--- src/rtl/sipo_deser.sv ---
// +----------------------------------------------------------------------------
// | sipo_deser: LSB-first serial-to-parallel deserializer with a valid/ready
// | output, word-boundary sync, and a sticky overrun flag.
// | Optional even-parity bit after each word: define SIPO_PARITY_CHECK_EN.
// | Revision: 1.0
// +----------------------------------------------------------------------------
`default_nettype none

module sipo_deser #(
  parameter int WIDTH = 4,
  parameter int CNT_W = $clog2(WIDTH + 1)
) (
  input  logic             clk,
  input  logic             reset,
  input  logic             sin,
  input  logic             sin_valid,
  input  logic             sync,
  output logic [WIDTH-1:0] out_data,
  output logic             out_valid,
  input  logic             out_ready,
  output logic             overrun,
  input  logic             clr_overrun,
  output logic             par_err,
  output logic [CNT_W-1:0] bit_cnt
);

  localparam logic [CNT_W-1:0] c_LAST_BIT = CNT_W'(WIDTH - 1);
  localparam logic [CNT_W-1:0] c_ONE      = CNT_W'(1);

  // Without parity the final bit goes straight from sin into the word, so
  // only WIDTH-1 bits need storing; with parity the whole word waits in S_PAR.
`ifdef SIPO_PARITY_CHECK_EN
  localparam int SR_W = WIDTH;
  localparam logic [CNT_W-1:0] c_PAR_CNT = CNT_W'(WIDTH);
  localparam logic [0:0] S_DATA = 1'b0;
  localparam logic [0:0] S_PAR  = 1'b1;
  logic [0:0] state_q, state_d;
  logic       par_err_q, par_err_d;
  logic       word_perr;
`else
  localparam int SR_W = WIDTH - 1;
`endif

  logic [SR_W-1:0]  sr_q, sr_d, sr_base;
  logic [CNT_W-1:0] cnt_q, cnt_d;
  logic [WIDTH-1:0] out_data_q, out_data_d;
  logic             out_valid_q, out_valid_d;
  logic             overrun_q, overrun_d;
  logic             word_done;
  logic [WIDTH-1:0] word;
  logic             slot_free;

  // State register and all datapath registers
  always_ff @(posedge clk) begin
    if (reset) begin
      sr_q        <= '0;
      cnt_q       <= '0;
      out_data_q  <= '0;
      out_valid_q <= 1'b0;
      overrun_q   <= 1'b0;
`ifdef SIPO_PARITY_CHECK_EN
      state_q     <= S_DATA;
      par_err_q   <= 1'b0;
`endif
    end else begin
      sr_q        <= sr_d;
      cnt_q       <= cnt_d;
      out_data_q  <= out_data_d;
      out_valid_q <= out_valid_d;
      overrun_q   <= overrun_d;
`ifdef SIPO_PARITY_CHECK_EN
      state_q     <= state_d;
      par_err_q   <= par_err_d;
`endif
    end
  end

`ifdef SIPO_PARITY_CHECK_EN
  // Next-state logic
  always_comb begin
    state_d = state_q;
    if (sync) begin
      state_d = S_DATA;
    end else if (sin_valid) begin
      if (state_q == S_PAR) begin
        state_d = S_DATA;
      end else if (cnt_q == c_LAST_BIT) begin
        state_d = S_PAR;
      end
    end
  end
`endif

  // Bit collection and word assembly
  always_comb begin
    sr_base   = sync ? '0 : sr_q;
    sr_d      = sr_q;
    cnt_d     = cnt_q;
    word_done = 1'b0;
`ifdef SIPO_PARITY_CHECK_EN
    word      = sr_q;
    word_perr = 1'b0;
`else
    word      = {sin, sr_q};
`endif
    if (sync) begin
      sr_d  = '0;
      cnt_d = '0;
      if (sin_valid) begin
        sr_d  = SR_W'({sin, sr_base} >> 1);
        cnt_d = c_ONE;
      end
    end else if (sin_valid) begin
`ifdef SIPO_PARITY_CHECK_EN
      if (state_q == S_PAR) begin
        word_done = 1'b1;
        word_perr = ^{sin, sr_q};
        cnt_d     = '0;
      end else begin
        sr_d  = SR_W'({sin, sr_base} >> 1);
        cnt_d = (cnt_q == c_LAST_BIT) ? c_PAR_CNT : cnt_q + c_ONE;
      end
`else
      sr_d = SR_W'({sin, sr_base} >> 1);
      if (cnt_q == c_LAST_BIT) begin
        word_done = 1'b1;
        cnt_d     = '0;
      end else begin
        cnt_d = cnt_q + c_ONE;
      end
`endif
    end
  end

  // Output slot: a pop in the same cycle frees it for a back-to-back word
  always_comb begin
    slot_free   = !out_valid_q || out_ready;
    out_data_d  = out_data_q;
    out_valid_d = out_valid_q;
    overrun_d   = overrun_q;
`ifdef SIPO_PARITY_CHECK_EN
    par_err_d   = par_err_q;
`endif
    if (clr_overrun) begin
      overrun_d = 1'b0;
    end
    if (word_done) begin
      if (slot_free) begin
        out_data_d  = word;
        out_valid_d = 1'b1;
`ifdef SIPO_PARITY_CHECK_EN
        par_err_d   = word_perr;
`endif
      end else begin
        overrun_d = 1'b1;
      end
    end else if (out_valid_q && out_ready) begin
      out_valid_d = 1'b0;
    end
  end

  // Output assignments
  always_comb begin
    out_data  = out_data_q;
    out_valid = out_valid_q;
    overrun   = overrun_q;
    bit_cnt   = cnt_q;
`ifdef SIPO_PARITY_CHECK_EN
    par_err   = par_err_q;
`else
    par_err   = 1'b0;
`endif
  end

endmodule

`default_nettype wire

--- config.mk ---
export PLATFORM = sky130hd
export DESIGN_NAME = sipo_deser
export DESIGN_NICKNAME = d
export VERILOG_FILES = /design/src/rtl/sipo_deser.sv
export SDC_FILE = /design/constraint.sdc
export NUM_CORES = 1
export LEC_CHECK = 0
export BUFFER_PORTS_ARGS = -buffer_cell sky130_fd_sc_hd__buf_2
export CORE_AREA = 5 5 42 44
export CTS_CLUSTER_SIZE = 16
export DETAILED_ROUTE_END_ITERATION = 10
export DIE_AREA = 0 0 47 49
export PLACE_DENSITY = 0.63
export SLEW_MARGIN = 40
export SYNTH_ARGS = -nofsm -noshare
export SYNTH_HDL_FRONTEND = slang
export SYNTH_SLANG_ARGS = --single-unit
export TNS_END_PERCENT = 1
--- constraint.sdc ---
create_clock -name clk -period 1.8 [get_ports clk]
set_clock_uncertainty 0.1 [all_clocks]
set_input_delay 0.27 -clock clk [delete_from_list [all_inputs] [get_ports clk]]
set_output_delay 0.27 -clock clk [all_outputs]
set_load 0.1 [all_outputs]
======== Word-level counts from Yosys, hierarchy flattened ========
Index checks and enable logic that the tools add are counted.
cells by class
  reductions and logical operators ........ 7
  eq/ne operators ......................... 2
  mux-type cells .......................... 17
  $add $sub $neg .......................... 1
operators with widths
  kind                                           count
  two-way mux 3 bit                              7
  two-way mux 1 bit                              10
  AND reduction 2 bit                            2
  nonzero test 2 bit                             2
  adder 3 x 1 -> 3 bit, second input constant    1
  == test 3 x 2 -> 1 bit, second input constant  1
  != test 2 x 1 -> 1 bit, second input constant  1
  logical AND 1 bit                              1
  zero test 1 bit                                1
  logical OR 1 bit                               1
storage, ports and cells
  word-level logic and storage cells ...... 32
  bits of input ports ..................... 7
  output and inout port bits .............. 10
  bits in registers ....................... 12

======== Depth between registers and ports, before layout ========
Gate-level depths: netlist of the first run.
  word-level depth ........................ 6
  depth in mapped cells ................... 4
  gate-level depth less buffers ........... 4

======== Least setup slack after synthesis of the first run ========
Ideal clock, no wire load.
  path type ............................... flip-flop to flip-flop
  from .................................... register cnt_q[1] (netlist: bit_cnt[1])
  to ...................................... register out_data_q[0] (netlist: out_data[0])
  period minus slack after synthesis ...... 2093 ps
  path buffers ............................ 0
  cell stages (with the launch flop) ...... 5
  required time ........................... 1628 ps
  setup time .............................. 72 ps
  path slack .............................. -293 ps
  data arrival time ....................... 1920 ps
  cell sequence ........................... dfxtp_1 ha_1 nand2_2 nor4_4 mux2i_1
between the ends
  longest elaborated chain between the ends .. 5
RTL lines
  element                        line  source
  start, declared                45    logic [CNT_W-1:0] cnt_q, cnt_d;
  start signal, assigned         67    cnt_q <= cnt_d;
  == test 3 x 2 -> 1 bit         125   if (cnt_q == c_LAST_BIT) begin
  two-way mux 1 bit              125
  two-way mux 1 bit              113   end else if (sin_valid) begin
  two-way mux 1 bit              106   if (sync) begin
  AND reduction 2 bit (no line)  -
  end signal, assigned           68    out_data_q <= out_data_d;
  end, declared                  46    logic [WIDTH-1:0] out_data_q, out_data_d;
No other way between the ends.
A chain may end at the register's enable or synchronous reset.

======== Final worst setup path of the first run ========
  from .................................... register cnt_q[2] (netlist: bit_cnt[2])
  to ...................................... output bit_cnt[2]
RTL lines
  element        line  source
  end, declared  24    output logic [CNT_W-1:0] bit_cnt
No word-level cell between the ends.

==> run metrics, run 1 <==
reg2reg start=bit_cnt[0]$_SDFFE_PP0P_; period utilisation layout=85.62%; Clock transition at path regs=80 ps; TNS Setup=0 ps; RSZ-0062 raised after global routing=no; 1st-iter DRT viols=5; Routed WL per cell=11.26 microns; sequential fraction of the synthesis area=44.55%; drt total wl=1.002 mm; GR Overflow Total=0; vias=418; CP bufs+invs=1; yosys synthesis warning count=0; crit path launch type=register; CTS Sinks=12; Setup violations, final=0; kind of critical path=register to primary output; First-pass DRT Iterations=2; status=finished, final reports clean; Seq cells post-synth=12; Routed Antenna Nets=0; crit-path max FO=5; Port Buffer Count=15; vias in the first global route=410; initial core utilization=38.48%; Final Critical Period=1541 ps; n_diodes=0; Post-Syn Nets=66; Nets=82; die area=2303 sq um; CP Launch Point=bit_cnt[2]$_SDFFE_PP0P_; R2R setup slack=360 ps; TritonCTS clock tree=done; Final Hold Viols=0; CP Capture Type=primary output; Mean Syn Cell Area=9.298 sq um; WHS Path Cells=3; gr usage total=10.47%; placer congestion estimate=0.6850; DR DRC count=0; VDD IR-drop max=0.3674 mV; MaxCap Viol Count=0; Required @ worst endpoint=1430 ps; largest net degree at the start of global routing=12; total power per unit cell area=869.2 nW/um^2; clk buf depth=2; max incr delay on CP=470 ps; post-DP HPWL=726.8 microns; Die Ht=49 microns; Hold WC Path Type=primary input to register; Seq. cell area=242.7 sq um; worst-skew pair later-pin latency=280 ps; Cell Rows=14; count of cell types in the netlist=25; CTS Hold Buffers Added=0; max-slew violations=0; core area=1401 sq um; vias per cell=4.697; layout cell share with drive strength beyond 1=32.88%; filler instances=158; H-tree levels=1; hold_sp=sin; initial antenna violation count=0; cts bufs inserted=3; post-CTS setup buffers=0; Slowest cell on crit path=buf_2; R2R Path End=out_data[2]$_SDFFE_PP0P_; first-pass GRT wire length=1.704 mm; final total power=0.5546 mW; Root Driver=clkbuf_4; Cell Chain, Critical Path=buf_2; R2R depth=4; Leak=0.2751 nW; synthesized area=539.3 sq um; Max Clk Rate=0.6488 GHz; CP arrival=1170 ps; I/O pin count=17; Syn Inst Count=58; Layout area overhead=18.33%; Worst Hold End=sr_q[2]$_SDFFE_PP0P_; post-CTS resize count=0; multi-input logic area=256.5 sq um; Die X=47 microns; crit-path leading delay family=buffers and inverters
flip-flops by register name, summed over array words and instances (netlist names):
name,cells
out_data,4
bit_cnt,3
sr_q,3
out_valid,1
overrun,1
cells by family after synthesis:
logic type | after synthesis | synth area share (%)
simple gates | 26 | 27.38
flops | 12 | 44.55
compound gates | 6 | 6.030
buf+inv | 6 | 7.887
mux | 6 | 11.14
fa+ha+maj | 1 | 2.320
other cells | 1 | 0.6954
worst max path at each step:
| stage | to | slack, ps | cells after the start |
|---|---|---|---|
| floorplan | out_data[0]$_SDFFE_PP0P_ | 50 | 4 |
| global placement | out_data[2]$_SDFFE_PP0P_ | 390 | 4 |
| detailed placement | out_data[1]$_SDFFE_PP0P_ | 370 | 4 |
| CTS | bit_cnt[2] | 240 | 1 |
| global route | bit_cnt[2] | 190 | 1 |
| finish | bit_cnt[2] | 260 | 1 |
per-stage QoR:
stage	hold WS [ps]	area [sq um]	util [%]	setup slack [ps]	instances
6_report	137.7	638.1	45.54	258.8	89
5_1_grt	134.4	638.1	45.54	188.3	89
4_1_cts	134.3	638.1	45.54	242.2	89
3_5_place_dp	348.1	601.8	42.95	372.8	85
3_3_place_gp	346.4	601.8	42.95	393.8	85
2_1_floorplan	310.7	541.8	-	52.56	58
worst reg2reg max path: cells and delay by family (launching register included):
family        cells  cell delay, ps
mux               1             230
fa+ha+maj         1             220
flops             1             340
simple gates      2             490
cell usage in the layout (no fill, tap or decap):
master / n
clkinv_1: 1
or2b_1: 1
a21oi_1: 3
o21ai_0: 1
nand4_1: 1
buf_2: 15
nor4_4: 1
mux2i_1: 6
nor3b_1: 1
nor2_1: 4
nand2_1: 9
and2b_2: 1
inv_1: 1
and3_1: 1
clkbuf_4: 3
nor2b_1: 1
ha_1: 1
nand2_2: 1
nand2b_1: 1
or4_1: 1
a31oi_1: 2
clkbuf_8: 1
dfxtp_1: 10
nor3_1: 3
conb_1: 1
dfxtp_2: 2
power by group:
group / switching (mW) / internal (mW)
registers: 0.00255 / 0.269
clock network: 0.100 / 0.123
logic: 0.0458 / 0.0138
total: 0.148 / 0.406
cells in the mapped netlist:
cell type / count / area [sq um]
and2b_2: 1 / 8.760
nand4_1: 1 / 6.260
mux2i_1: 6 / 60.06
or2b_1: 1 / 7.510
nor3b_1: 1 / 7.510
buf_2: 1 / 5.000
nor4_4: 1 / 21.27
buf_4: 1 / 7.510
nand2b_1: 1 / 6.260
inv_1: 1 / 3.750
buf_6: 2 / 22.52
clkinv_1: 1 / 3.750
nor2_1: 4 / 15.01
nand2_1: 9 / 33.78
or4_1: 1 / 7.510
a31oi_1: 2 / 12.51
o21ai_0: 1 / 5.000
nor3_1: 3 / 15.01
dfxtp_1: 12 / 240.2
nor2b_1: 1 / 6.260
and3_1: 1 / 6.260
conb_1: 1 / 3.750
a21oi_1: 3 / 15.01
ha_1: 1 / 12.51
nand2_2: 1 / 6.260
layout make-up:
class,instances,share of cell area (%)
Clock buffer,4,5.686
Inverter,2,1.176
Sequential cell,12,38.04
Tap cell,16,3.137
Timing Repair Buffer,15,11.76
Multi-Input combinational cell,40,40.20
layer usage:
| metal | wire, microns | track usage [%] | up-vias |
|---|---|---|---|
| met5 | 0 | 0 | - |
| met4 | 10 | 8.295 | 0 |
| met3 | 69 | 3.690 | 2 |
| met2 | 411 | 13.35 | 11 |
| met1 | 510 | 13.62 | 181 |
| li1 | - | - | 224 |
(Power assumes the default switching activity.)
==> inputs of run 2 (changes only) <==
--- a/config.mk
+++ b/config.mk
@@ -10,7 +10,7 @@
 export CTS_CLUSTER_SIZE = 16
 export DETAILED_ROUTE_END_ITERATION = 10
 export DIE_AREA = 0 0 47 49
-export PLACE_DENSITY = 0.63
+export PLACE_DENSITY = 0.65
 export SLEW_MARGIN = 40
 export SYNTH_ARGS = -nofsm -noshare
 export SYNTH_HDL_FRONTEND = slang
==> constraint.sdc (replaced) <==
create_clock -name clk -period 1.4 [get_ports clk]
set_clock_uncertainty 0.1 [all_clocks]
set_input_delay 0.21 -clock clk [delete_from_list [all_inputs] [get_ports clk]]
set_output_delay 0.21 -clock clk [all_outputs]
set_load 0.1 [all_outputs]
==> run 2 against run 1 <==
  * Sequential share of layout area fell by 2.1 points
  * Combinational power rose by 37%
  * Die area is the same
  * Largest cell class unchanged
==> run metrics, run 2 (synthesis results as in run 1) <==
max incr delay on CP=430 ps; R2R depth=5; period utilisation layout=95.39%; worst-skew pair later-pin latency=270 ps; crit-path leading delay family=buffers and inverters; First-pass DRT Iterations=4; die area=2303 sq um; most frequent cells in the layout=10 x buf_2, 9 x nand2_1, 8 x dfxtp_1, 7 x clkbuf_4, 6 x mux2i_1; R2R setup slack=100 ps; layout cell share with drive strength beyond 1=38.16%; hold_sp=sin; I/O pin count=17; kind of critical path=register to primary output; initial core utilization=38.48%; reg2reg start=bit_cnt[0]$_SDFFE_PP0P_; Final Hold Viols=0; CTS Hold Buffers Added=0; vias in the first global route=435; post-CTS setup buffers=0; Cell Rows=14; Cell Chain, Critical Path=buf_2; total power per unit cell area=938.6 nW/um^2; dpl cells=88; vias=450; Nets=85; gr usage total=10.69%; max reg flops=4; max-slew violations=0; Layout area overhead=29.00%; Clock transition at path regs=80 ps; Die X=47 microns; WHS Path Cells=3; Slowest cell on crit path=buf_2; most common cell after layout, fill and taps aside=buf_2; crit path launch type=register; CP arrival=1030 ps; Routed Antenna Nets=0; CP Capture Type=primary output; Routed WL per cell=10.95 microns; TritonCTS clock tree=done; Worst Hold End=sr_q[2]$_SDFFE_PP0P_; vias per cell=4.891; status=finished, final reports clean; placer congestion estimate=0.6827; TNS Setup=0 ps; Hold WC Path Type=primary input to register; cts bufs inserted=3; MaxCap Viol Count=0; GR Overflow Total=0; post-CTS resize count=0; Required @ worst endpoint=1090 ps; Die Ht=49 microns; crit-path max FO=2; Setup violations, final=0; CTS Sinks=12; CP bufs+invs=1; largest net degree at the start of global routing=10; H-tree levels=1; 1st-iter DRT viols=3; drt total wl=1.007 mm; core area=1401 sq um; DR DRC count=0; clk buf depth=2; Final Non-Filler Cells=92; Max Clk Rate=0.7488 GHz; n_diodes=0; post-DP HPWL=763.5 microns; VDD IR-drop max=0.5304 mV; first-pass GRT wire length=1.849 mm; Port Buffer Count=15; initial antenna violation count=0; worst hold slack=87.32 ps; R2R Path End=out_data[1]$_SDFFE_PP0P_; Root Driver=clkbuf_4; Leak=0.2849 nW; Final Critical Period=1335 ps; RSZ-0062 raised after global routing=no
## run 2: worst min-delay path, stage by stage
cell	delay (ps)
buf_2	90
a21oi_1	50
nor2_1	70
## run 2: worst max path at each step
stage / endpoint / startpoint / slack [ps] / cells after the start
6_report: out_data[3] / out_data[3]$_SDFFE_PP0P_ / 60 / 1
3_3_place_gp: out_data[1]$_SDFFE_PP0P_ / bit_cnt[0]$_SDFFE_PP0P_ / 70 / 5
2_1_floorplan: out_data[0]$_SDFFE_PP0P_ / bit_cnt[1]$_SDFFE_PP0P_ / -180 / 4
5_1_grt: out_data[3] / out_data[3]$_SDFFE_PP0P_ / 0.4 / 1
3_5_place_dp: out_data[0]$_SDFFE_PP0P_ / bit_cnt[0]$_SDFFE_PP0P_ / 60 / 5
4_1_cts: out_data[1]$_SDFFE_PP0P_ / bit_cnt[0]$_SDFFE_PP0P_ / 30 / 5
## run 2: layout make-up
class	instances	area, sq um
multi-input combinational	40	269.0
timing repair buffer	18	122.6
fill	141	705.7
inverter	2	7.507
clock buffer	4	26.28
sequential	12	250.2
tap	16	20.02
## run 2: routing by layer
layer,wire [microns],vias to the layer above,GRT usage (%)
met5,0,-,0
met4,0,0,4.147
met3,83,0,3.321
met2,460,14,14.71
met1,463,204,15.18
li1,-,232,-
## run 2: stage by stage
step | total power, mW | area (sq um) | setup WS [ps] | util [%]
after floorplan | 0.4241 | 549.3 | -179.6 | -
after global placement | 0.4346 | 646.9 | 69.60 | 46.16
after detailed placement | 0.4349 | 646.9 | 60.44 | 46.16
after CTS | 0.6614 | 673.1 | 29.38 | 48.04
after global routing | 0.6917 | 695.7 | 0.3709 | 49.64
final | 0.6530 | 695.7 | 64.57 | 49.64
## run 2: where the power goes
part	switching [mW]	internal (mW)
clock network	0.112	0.110
registers	0.00465	0.344
logic	0.0597	0.0221
==> inputs of run 3 (changes only) <==
--- a/config.mk
+++ b/config.mk
@@ -6,13 +6,13 @@
 export NUM_CORES = 1
 export LEC_CHECK = 0
 export BUFFER_PORTS_ARGS = -buffer_cell sky130_fd_sc_hd__buf_2
-export CORE_AREA = 5 5 42 44
+export CORE_AREA = 2 2 39 41
 export CTS_CLUSTER_SIZE = 16
 export DETAILED_ROUTE_END_ITERATION = 10
-export DIE_AREA = 0 0 47 49
+export DIE_AREA = 0 0 41 43
 export PLACE_DENSITY = 0.65
 export SLEW_MARGIN = 40
 export SYNTH_ARGS = -nofsm -noshare
 export SYNTH_HDL_FRONTEND = slang
 export SYNTH_SLANG_ARGS = --single-unit
-export TNS_END_PERCENT = 1
+export TNS_END_PERCENT = 50
==> run 3 against run 2 <==
  * Combinational power up 7.7%
  * Critical path depth unchanged
  * Cell count down 3.3%
  * Wire length up 5.4%
  * Count of clock-buffer cells in the layout unchanged
  * Sequential share of layout area down 0.66 points
  * Clock power up 25%
  * Die area down 23%
  * Hold slack about the same
  * Via count down 2.7%
  * Final area up 2.9%
  * Global-route usage up 4.3 points
  * Critical endpoint is now out_data[1]
  * Highest routed layer is now met4
==> run metrics, run 3 (synthesis results as in run 1) <==
Leak=0.2920 nW; Layout area overhead=32.71%; DR DRC count=0; R2R setup slack=50 ps; CP bufs+invs=1; crit-path max FO=2; most common cell after layout, fill and taps aside=buf_2; die area=1763 sq um; cts bufs inserted=3; CTS Sinks=12; placer congestion estimate=0.6622; First-pass DRT Iterations=4; clk buf depth=2; Routed WL per cell=11.92 microns; Slowest cell on crit path=buf_2; vias=438; Die X=41 microns; Setup violations, final=0; Max Used Layer=met4; gr usage total=15.04%; post-CTS resize count=0; Cell Rows=14; worst-skew pair later-pin latency=270 ps; post-CTS setup buffers=0; crit path launch type=register; max-slew violations=0; crit-path leading delay family=buffers and inverters; dpl cells=85; part of the power in registers=48.8%; Clock Power Share=38.9%; VDD IR-drop max=0.4642 mV; 1st-iter DRT viols=5; max reg flops=4; Power Internal=0.5277 mW; Max Clk Rate=0.7347 GHz; worst hold slack=87.31 ps; Required @ worst endpoint=1090 ps; TritonCTS clock tree=done; n_diodes=0; RSZ-0062 raised after global routing=yes; Final Critical Period=1361 ps; final total power=0.7143 mW; H-tree levels=1; Cell Chain, Critical Path=buf_2; CP Capture Type=primary output; most frequent cells in the layout=10 x buf_2, 9 x nand2_1, 8 x dfxtp_1, 6 x mux2i_1, 5 x clkbuf_4; initial antenna violation count=0; GR Overflow Total=0; met1 WL=503 microns; layout cell share with drive strength beyond 1=36.99%; I/O pin count=17; Die Ht=43 microns; initial core utilization=38.97%; Nets=82; kind of critical path=register to primary output; Final Hold Viols=0; final design utilization=51.72%; vias per cell=4.921; Port Buffer Count=15; max incr delay on CP=430 ps; largest net degree at the start of global routing=12; period utilisation layout=97.22%; metal2 WL=444 microns; Root Driver=clkbuf_4; vias in the first global route=377; Clock transition at path regs=80 ps; core area=1384 sq um; met3 WL=84 microns; P_sw=0.1866 mW; drt total wl=1.061 mm; Final Non-Filler Cells=89; CTS Hold Buffers Added=0; status=finished, final reports clean; CP arrival=1050 ps; Hold WC Path Type=primary input to register; combinational share of power=12.3%; MaxCap Viol Count=0; total power per unit cell area=998.1 nW/um^2; switching share of power=26.13%; Routed Antenna Nets=0; first-pass GRT wire length=1.690 mm
-- run 3: cell count changes in the layout (fill, tap and decap cells not counted), sizes merged --
cell / before / now
clkbuf: 8 / 6
buf: 14 / 13
-- run 3: final timing paths --
check                           start                        to  depth (start not counted)
min                               sin      sr_q[2]$_SDFFE_PP0P_                          3
max reg2reg    out_valid$_SDFFE_PP0P_  out_data[3]$_SDFFE_PP0P_                          3
min reg2reg  out_data[2]$_SDFFE_PP0P_  out_data[2]$_SDFFE_PP0P_                          2
max          out_data[1]$_SDFFE_PP0P_               out_data[1]                          1
-- run 3: worst min-delay path, stage by stage --
cell     delay [ps]
buf_2            90
a21oi_1          50
nor2_1           70
-- run 3: final cells by class --
class	count	area, sq um
well taps	16	20.02
repair buffers	15	125.1
fillers	133	668.1
flip-flops and latches	12	252.7
multi-input cells	40	274.0
clock buffers	4	36.28
inverters	2	7.507
-- run 3: power groups by stage --
stage,Clock [mW],Combinational [mW],Sequential [mW]
after floorplan,0,0.0481,0.376
after global placement,0,0.0867,0.357
after detailed placement,0,0.0875,0.357
after CTS,0.289,0.0877,0.349
after global routing,0.307,0.0942,0.349
final,0.278,0.0881,0.348
-- run 3: metal layers --
layer  vias to the layer above  track usage (%)
li1                        223                -
met1                       193            21.24
met2                        18            18.13
met3                         4            4.188
met4                         0            12.00
met5                         -                0
-- run 3: through the flow --
stage	TNS (ps)	cell area (sq um)	worst slack, ps
3_3_place_gp	0	674.4	114.8
2_1_floorplan	-99.01	569.3	-24.75
4_1_cts	0	710.7	18.27
5_1_grt	-6.581	715.7	-6.581
3_5_place_dp	0	674.4	41.79
6_report	0	715.7	38.94
